File: config.mk
export PLATFORM = sky130hd
export DESIGN_NAME = mmio_clint_multi
export DESIGN_NICKNAME = d
export VERILOG_FILES = /design/src/rtl/mmio_clint_multi.sv
export SDC_FILE = /design/constraint.sdc
export NUM_CORES = 1
export LEC_CHECK = 0
export CAP_MARGIN = 40
export CORE_ASPECT_RATIO = 1.2
export CORE_MARGIN = 4
export CORE_UTILIZATION = 53
export CTS_BUF_LIST = sky130_fd_sc_hd__clkbuf_4
export DETAILED_ROUTE_END_ITERATION = 16
export MAX_ROUTING_LAYER = met4
export PLACE_DENSITY_LB_ADDON = 0.1
export SLEW_MARGIN = 20
export SYNTH_ARGS = -nofsm -noshare
export SYNTH_HDL_FRONTEND = slang
export SYNTH_SLANG_ARGS = --single-unit
File: constraint.sdc
create_clock -name clk -period 7.63 [get_ports clk]
set_clock_uncertainty 0.15 [all_clocks]
set_input_delay 1.1445 -clock clk [delete_from_list [all_inputs] [get_ports clk]]
set_output_delay 1.1445 -clock clk [all_outputs]
set_load 0.01 [all_outputs]
File: src/rtl/mmio_clint_multi.sv
// mmio_clint_multi: multi-hart CLINT MMIO slave.
// Owns the 64-bit mtime counter (1 MHz tick from an FMAX_MHz prescaler),
// one mtimecmp per hart and, when MMIO_CLINT_MSIP_EN is defined, one msip bit per hart.
// Without MMIO_CLINT_MSIP_EN the msip window reads 0, ignores writes and msip is tied low.
// Register reads are sampled from pre-write state and returned one cycle after accept.
module mmio_clint_multi #(
    parameter int          FMAX_MHz  = 27,
    parameter int          NHART     = 2,
    parameter logic [31:0] BASE_ADDR = 32'h0200_0000
) (
    input  logic             clk,
    input  logic             reset,
    output logic             req_ready,
    input  logic             req_valid,
    input  logic [31:0]      req_addr,
    input  logic             req_wen,
    input  logic [31:0]      req_wdata,
    output logic             resp_valid,
    output logic [31:0]      resp_rdata,
    output logic [63:0]      mtime,
    output logic [NHART-1:0] mtip,
    output logic [NHART-1:0] msip
);

    localparam int            PW   = (FMAX_MHz > 1) ? $clog2(FMAX_MHz) : 1;
    localparam logic [PW-1:0] PMAX = PW'(FMAX_MHz - 1);

    logic [PW-1:0]    r_presc;
    logic [63:0]      r_mtime;
    logic [63:0]      r_mtimecmp [NHART];
    logic [NHART-1:0] r_mtip;
    logic             r_respValid;
    logic [31:0]      r_respRdata;

    logic [31:0] w_offFull;
    logic [15:0] w_off;
    logic [10:0] w_cmpIdx;
    logic        w_accept;
    logic        w_wr;
    logic        w_isCmp;
    logic        w_isTimeLo;
    logic        w_isTimeHi;
    logic        w_tick;
    logic [31:0] w_rdata;
    logic        w_unused;

    assign req_ready  = ~reset;
    assign w_accept   = req_valid & req_ready;
    assign w_wr       = w_accept & req_wen;
    assign w_offFull  = req_addr - BASE_ADDR;
    assign w_off      = w_offFull[15:0];
    assign w_cmpIdx   = w_off[13:3];
    assign w_isCmp    = (w_off[15:14] == 2'b01);
    assign w_isTimeLo = (w_off[15:2] == 14'h2FFE);
    assign w_isTimeHi = (w_off[15:2] == 14'h2FFF);
    assign w_tick     = (r_presc == PMAX);
    assign w_unused   = ^{w_offFull[31:16], w_off[1:0]};

    assign mtime      = r_mtime;
    assign mtip       = r_mtip;
    assign resp_valid = r_respValid;
    assign resp_rdata = r_respRdata;

`ifdef MMIO_CLINT_MSIP_EN
    logic [NHART-1:0] r_msip;
    logic [11:0]      w_msipIdx;
    logic             w_isMsip;

    assign w_msipIdx = w_off[13:2];
    assign w_isMsip  = (w_off[15:14] == 2'b00);
    assign msip      = r_msip;

    // Software interrupt bits: only bit 0 of the write data is stored per hart
    always_ff @(posedge clk or posedge reset) begin
        if (reset) begin
            r_msip <= '0;
        end else begin
            for (int h = 0; h < NHART; h++) begin
                if (w_wr && w_isMsip && (w_msipIdx == 12'(h))) begin
                    r_msip[h] <= req_wdata[0];
                end
            end
        end
    end
`else
    assign msip = '0;
`endif

    // Read mux over the current register values, so a same-edge write is not visible
    always_comb begin
        w_rdata = '0;
        if (w_isTimeLo) begin
            w_rdata = r_mtime[31:0];
        end else if (w_isTimeHi) begin
            w_rdata = r_mtime[63:32];
        end else if (w_isCmp) begin
            for (int h = 0; h < NHART; h++) begin
                if (w_cmpIdx == 11'(h)) begin
                    w_rdata = w_off[2] ? r_mtimecmp[h][63:32] : r_mtimecmp[h][31:0];
                end
            end
        end
`ifdef MMIO_CLINT_MSIP_EN
        else if (w_isMsip) begin
            for (int h = 0; h < NHART; h++) begin
                if (w_msipIdx == 12'(h)) begin
                    w_rdata = {31'b0, r_msip[h]};
                end
            end
        end
`endif
    end

    // One-cycle response pulse for every accepted request; writes return 0
    always_ff @(posedge clk or posedge reset) begin
        if (reset) begin
            r_respValid <= 1'b0;
            r_respRdata <= '0;
        end else begin
            r_respValid <= w_accept;
            r_respRdata <= (w_accept && !req_wen) ? w_rdata : 32'h0;
        end
    end

    // Prescaler and mtime: a bus write to either half wins over the tick on the same edge
    always_ff @(posedge clk or posedge reset) begin
        if (reset) begin
            r_presc <= '0;
            r_mtime <= '0;
        end else begin
            r_presc <= w_tick ? '0 : r_presc + 1'b1;
            if (w_wr && w_isTimeLo) begin
                r_mtime[31:0] <= req_wdata;
            end else if (w_wr && w_isTimeHi) begin
                r_mtime[63:32] <= req_wdata;
            end else if (w_tick) begin
                r_mtime <= r_mtime + 64'd1;
            end
        end
    end

    // Per-hart compare registers, written one 32-bit half at a time
    always_ff @(posedge clk or posedge reset) begin
        if (reset) begin
            for (int h = 0; h < NHART; h++) begin
                r_mtimecmp[h] <= '1;
            end
        end else begin
            for (int h = 0; h < NHART; h++) begin
                if (w_wr && w_isCmp && (w_cmpIdx == 11'(h))) begin
                    if (w_off[2]) begin
                        r_mtimecmp[h][63:32] <= req_wdata;
                    end else begin
                        r_mtimecmp[h][31:0] <= req_wdata;
                    end
                end
            end
        end
    end

    // Timer interrupt compares the pre-edge registers, so it lags any change by one cycle
    always_ff @(posedge clk or posedge reset) begin
        if (reset) begin
            r_mtip <= '0;
        end else begin
            for (int h = 0; h < NHART; h++) begin
                r_mtip[h] <= (r_mtime >= r_mtimecmp[h]);
            end
        end
    end

endmodule

==> summary.json <==
{
  "status": {"value": "finished clean"},
  "power.static_leakage": {"value": 7.48, "unit": "nW"},
  "tot_gr_track_use": {"value": 0.326},
  "timing.final.crit_period": {"value": 4230, "unit": "ps"},
  "floorplan.rows": {"value": 65},
  "r2r.worst_path.cells": {"value": 7},
  "seq_area_frac_synth": {"value": 0.415},
  "post_cts.repair.setup_buffers": {"value": 0},
  "post_synth_instance_area": {"value": 14400, "unit": "um2"},
  "wire_per_inst": {"value": 22.3, "unit": "um"},
  "io_buffer_count": {"value": 149},
  "floorplan.initialDensity": {"value": 0.542},
  "num-nets-final": {"value": 1923},
  "rsz0062_at_grt": {"value": "no"},
  "worstSetupPathType": {"value": "in -> out"},
  "final_max_slew_viol_count": {"value": 0},
  "fp.coreArea": {"value": 26500, "unit": "um2"},
  "report.final.hold_viol_count": {"value": 0},
  "totalNegativeSetupSlack": {"value": 0, "unit": "ps"},
  "synth_top_area_share": {"value": 0.234},
  "grt_start_max_net_pins": {"value": 100},
  "number_of_enable_type_register_cells_in_the_synthesized_netlist": {"value": 0},
  "fillers": {"value": 2259},
  "synth.lib_cells_used.distinct": {"value": 63},
  "critPathLaunchType": {"value": "primary input"},
  "die-width": {"value": 158, "unit": "um"},
  "synth-warning-count": {"value": 0},
  "yosys-top-cells-area": {"value": "dfstp_2 (23%), dfrtp_1 (18%), ha_1 (11%)"},
  "min_delay_path_depth": {"value": 1},
  "layout.cells.most_common": {"value": "nand2_1"},
  "startpoint_of_the_most_critical_setup_path": {"value": "reset"},
  "synth_top_area_cell": {"value": "dfstp_2"},
  "floorplan.die.height": {"value": 188, "unit": "um"},
  "report.final.setup_viol": {"value": 0},
  "cts.htree.levels": {"value": 2},
  "layout_common_cells": {"value": "nand2_1 (208), o21ai_0 (181), clkdlybuf4s50_1 (148)"},
  "total_via_count_in_the_routed_design": {"value": 12951},
  "drt-vias-per-instance": {"value": 6.14},
  "drc": {"value": 0},
  "postSynthCellCount": {"value": 1548},
  "grt_remaining_overflow": {"value": 0},
  "clkSlewWorstSetupHoldPaths": {"value": 60, "unit": "ps"},
  "ios": {"value": 170},
  "clk_path_buf_depth": {"value": 3},
  "peakVddDrop": {"value": 0.116, "unit": "mV"},
  "worstHoldStart": {"value": "r_presc[0]$_DFF_PP0_"},
  "timing.max_slew.rel_slack": {"value": 0.403},
  "cts.repair.resized": {"value": 0},
  "final_cells": {"value": 2111},
  "dp_hpwl": {"value": 33.5, "unit": "mm"},
  "arrival_time_of_the_worst_setup_path": {"value": 2930, "unit": "ps"},
  "clock_insertion_delay_worst_skew": {"value": 740, "unit": "ps"},
  "first_pass_grt_wire_length": {"value": 73.1, "unit": "mm"},
  "synth_async_sr_flop_share": {"value": 1.00},
  "reg2reg_slack": {"value": 4430, "unit": "ps"},
  "r2r_start": {"value": "mtime[15]$_DFFE_PP0P_"},
  "maximum_clock_frequency": {"value": 237, "unit": "MHz"},
  "worstPathRequired": {"value": 6340, "unit": "ps"},
  "finalWirelength": {"value": 47.1, "unit": "mm"},
  "cts_inserted_buffers": {"value": 61},
  "synth_flop_type": {"value": "dfstp_2"},
  "post_route_antenna_net_violation_count": {"value": 0},
  "cts-root-buf": {"value": "clkbuf_4"},
  "cts.hold.buffers_added": {"value": 0},
  "placed_cells": {"value": 1994},
  "tritoncts_clock_tree": {"value": "built"},
  "area_delta_synth_final": {"value": 19.7, "unit": "%"},
  "timing.hold.worst_endpoint": {"value": "r_presc[0]$_DFF_PP0_"},
  "tritoncts_sinks": {"value": 232},
  "first_pass_iters": {"value": 10},
  "post_synthesis_register_bit_count": {"value": 232},
  "crit-reg2reg-capture": {"value": "mtip[1]$_DFF_PP0_"},
  "min_period_over_period": {"value": 0.554},
  "antenna_found_initial": {"value": 1},
  "worst_hold_path_type": {"value": "reg -> reg"},
  "power_per_standard_cell_area": {"value": 145, "unit": "nW/um2"},
  "critPathCaptureType": {"value": "output port"},
  "dr.first_iter.drc_count": {"value": 1023},
  "critical_path_peak_fanout": {"value": 99},
  "drive_above_1_share": {"value": 0.202},
  "gp_congestion": {"value": 0.950},
  "syn_avg_cell_area": {"value": 9.28, "unit": "um2"},
  "worst_pin_slew": {"value": 887, "unit": "ps"},
  "fp.dieArea": {"value": 29800, "unit": "um2"},
  "grt_pass1_vias": {"value": 12999},
  "number_of_violations_of_the_max_capacitance_limit": {"value": 0}
}
worst max-delay path by stage:
| stage | to | slack (ps) |
|---|---|---|
| 6_report | req_ready | 3400 |
| 5_1_grt | req_ready | 3260 |
| 4_1_cts | req_ready | 3380 |
| 3_5_place_dp | r_mtimecmp[51]$_DFFE_PP1P_ | 3060 |
| 3_3_place_gp | mtime[56]$_DFFE_PP0P_ | 2880 |
| 2_1_floorplan | mtime[0]$_DFFE_PP0P_ | 110 |
final cells by class:
class | count | area (um2) | share of cell area
Sequential cell | 232 | 5970 | 0.347
Timing Repair Buffer | 180 | 1800 | 0.105
Tap cell | 335 | 419 | 0.0244
Clock inverter | 11 | 41.3 | 0.00240
Inverter | 138 | 526 | 0.0305
Antenna cell | 1 | 2.50 | 0.000145
Clock buffer | 103 | 773 | 0.0450
Multi-Input combinational cell | 1111 | 7680 | 0.446
stage by stage:
stage | setup WS [ps] | hold WS (ps) | utilization | instance area, um2 | total power, W
finish | 3400 | 339 | 0.649 | 17200 | 0.00249
detailed placement | 3060 | 337 | 0.617 | 16400 | 0.00137
CTS | 3380 | 346 | 0.647 | 17200 | 0.00251
floorplan | 108 | 304 | - | 14400 | 0.00130
global placement | 2880 | 321 | 0.613 | 16300 | 0.00137
global route | 3260 | 374 | 0.649 | 17200 | 0.00259
cell families (layout without fill, tap and decap cells):
group / after synthesis / in the layout / synth area share
compound gates: 371 / 371 / 0.153
xor+xnor: 53 / 53 / 0.0323
fa+ha+maj: 131 / 131 / 0.114
buf+inv: 206 / 432 / 0.0544
flops: 232 / 232 / 0.415
mux: 80 / 80 / 0.0711
other cells: 1 / 3 / 0.000261
simple gates: 474 / 474 / 0.159
sequential cells by signal, indices dropped and copies added (netlist names):
register and flops:
resp_rdata 32, r_presc 5, r_mtimecmp 128, mtime 64, resp_valid 1, mtip 2
critical path: stages:
cell	delay, ps
clkdlybuf4s50_1	530
inv_8	550
clkdlybuf4s50_1	660
cells in the mapped netlist, drive strengths merged, types with 2 or more instances:
master and count:
nand2 208, o21ai 186, inv 138, ha 131, dfstp 128, dfrtp 104, a21oi 85, mux2 67
nand4 60, clkbuf 57, nor2 54, nand3 46, xor2 36, nor3 28, a222oi 20, xnor2 17
a211oi 15, and3 13, nand2b 13, nor4 13, a22o 12, buf 11, mux4 11, o21a 11
o211ai 10, and4 9, and2 8, nor2b 5, or3 5, or4 4, a21o 3, a221oi 3
a31oi 3, o211a 3, o31ai 3, a2111oi 2, a211o 2, a221o 2, a22oi 2, mux2i 2
o22ai 2, or2 2
power breakdown:
group / internal (W) / leakage [nW] / switching [W] / total [W]
logic: 0.0000428 / 4.27 / 0.0000766 / 0.000119
clock network: 0.000602 / 0.494 / 0.000532 / 0.00113
registers: 0.00123 / 2.71 / 0.000000705 / 0.00124
layer usage:
metal | GRT usage | part of all wire | vias to the layer above
li1 | - | - | 5940
met3 | 0.0574 | 0.074 | 142
met5 | - | 0 | -
met2 | 0.515 | 0.48 | 571
met1 | 0.402 | 0.39 | 6298
met4 | 0.164 | 0.051 | 0
(Power assumes the default switching activity.)
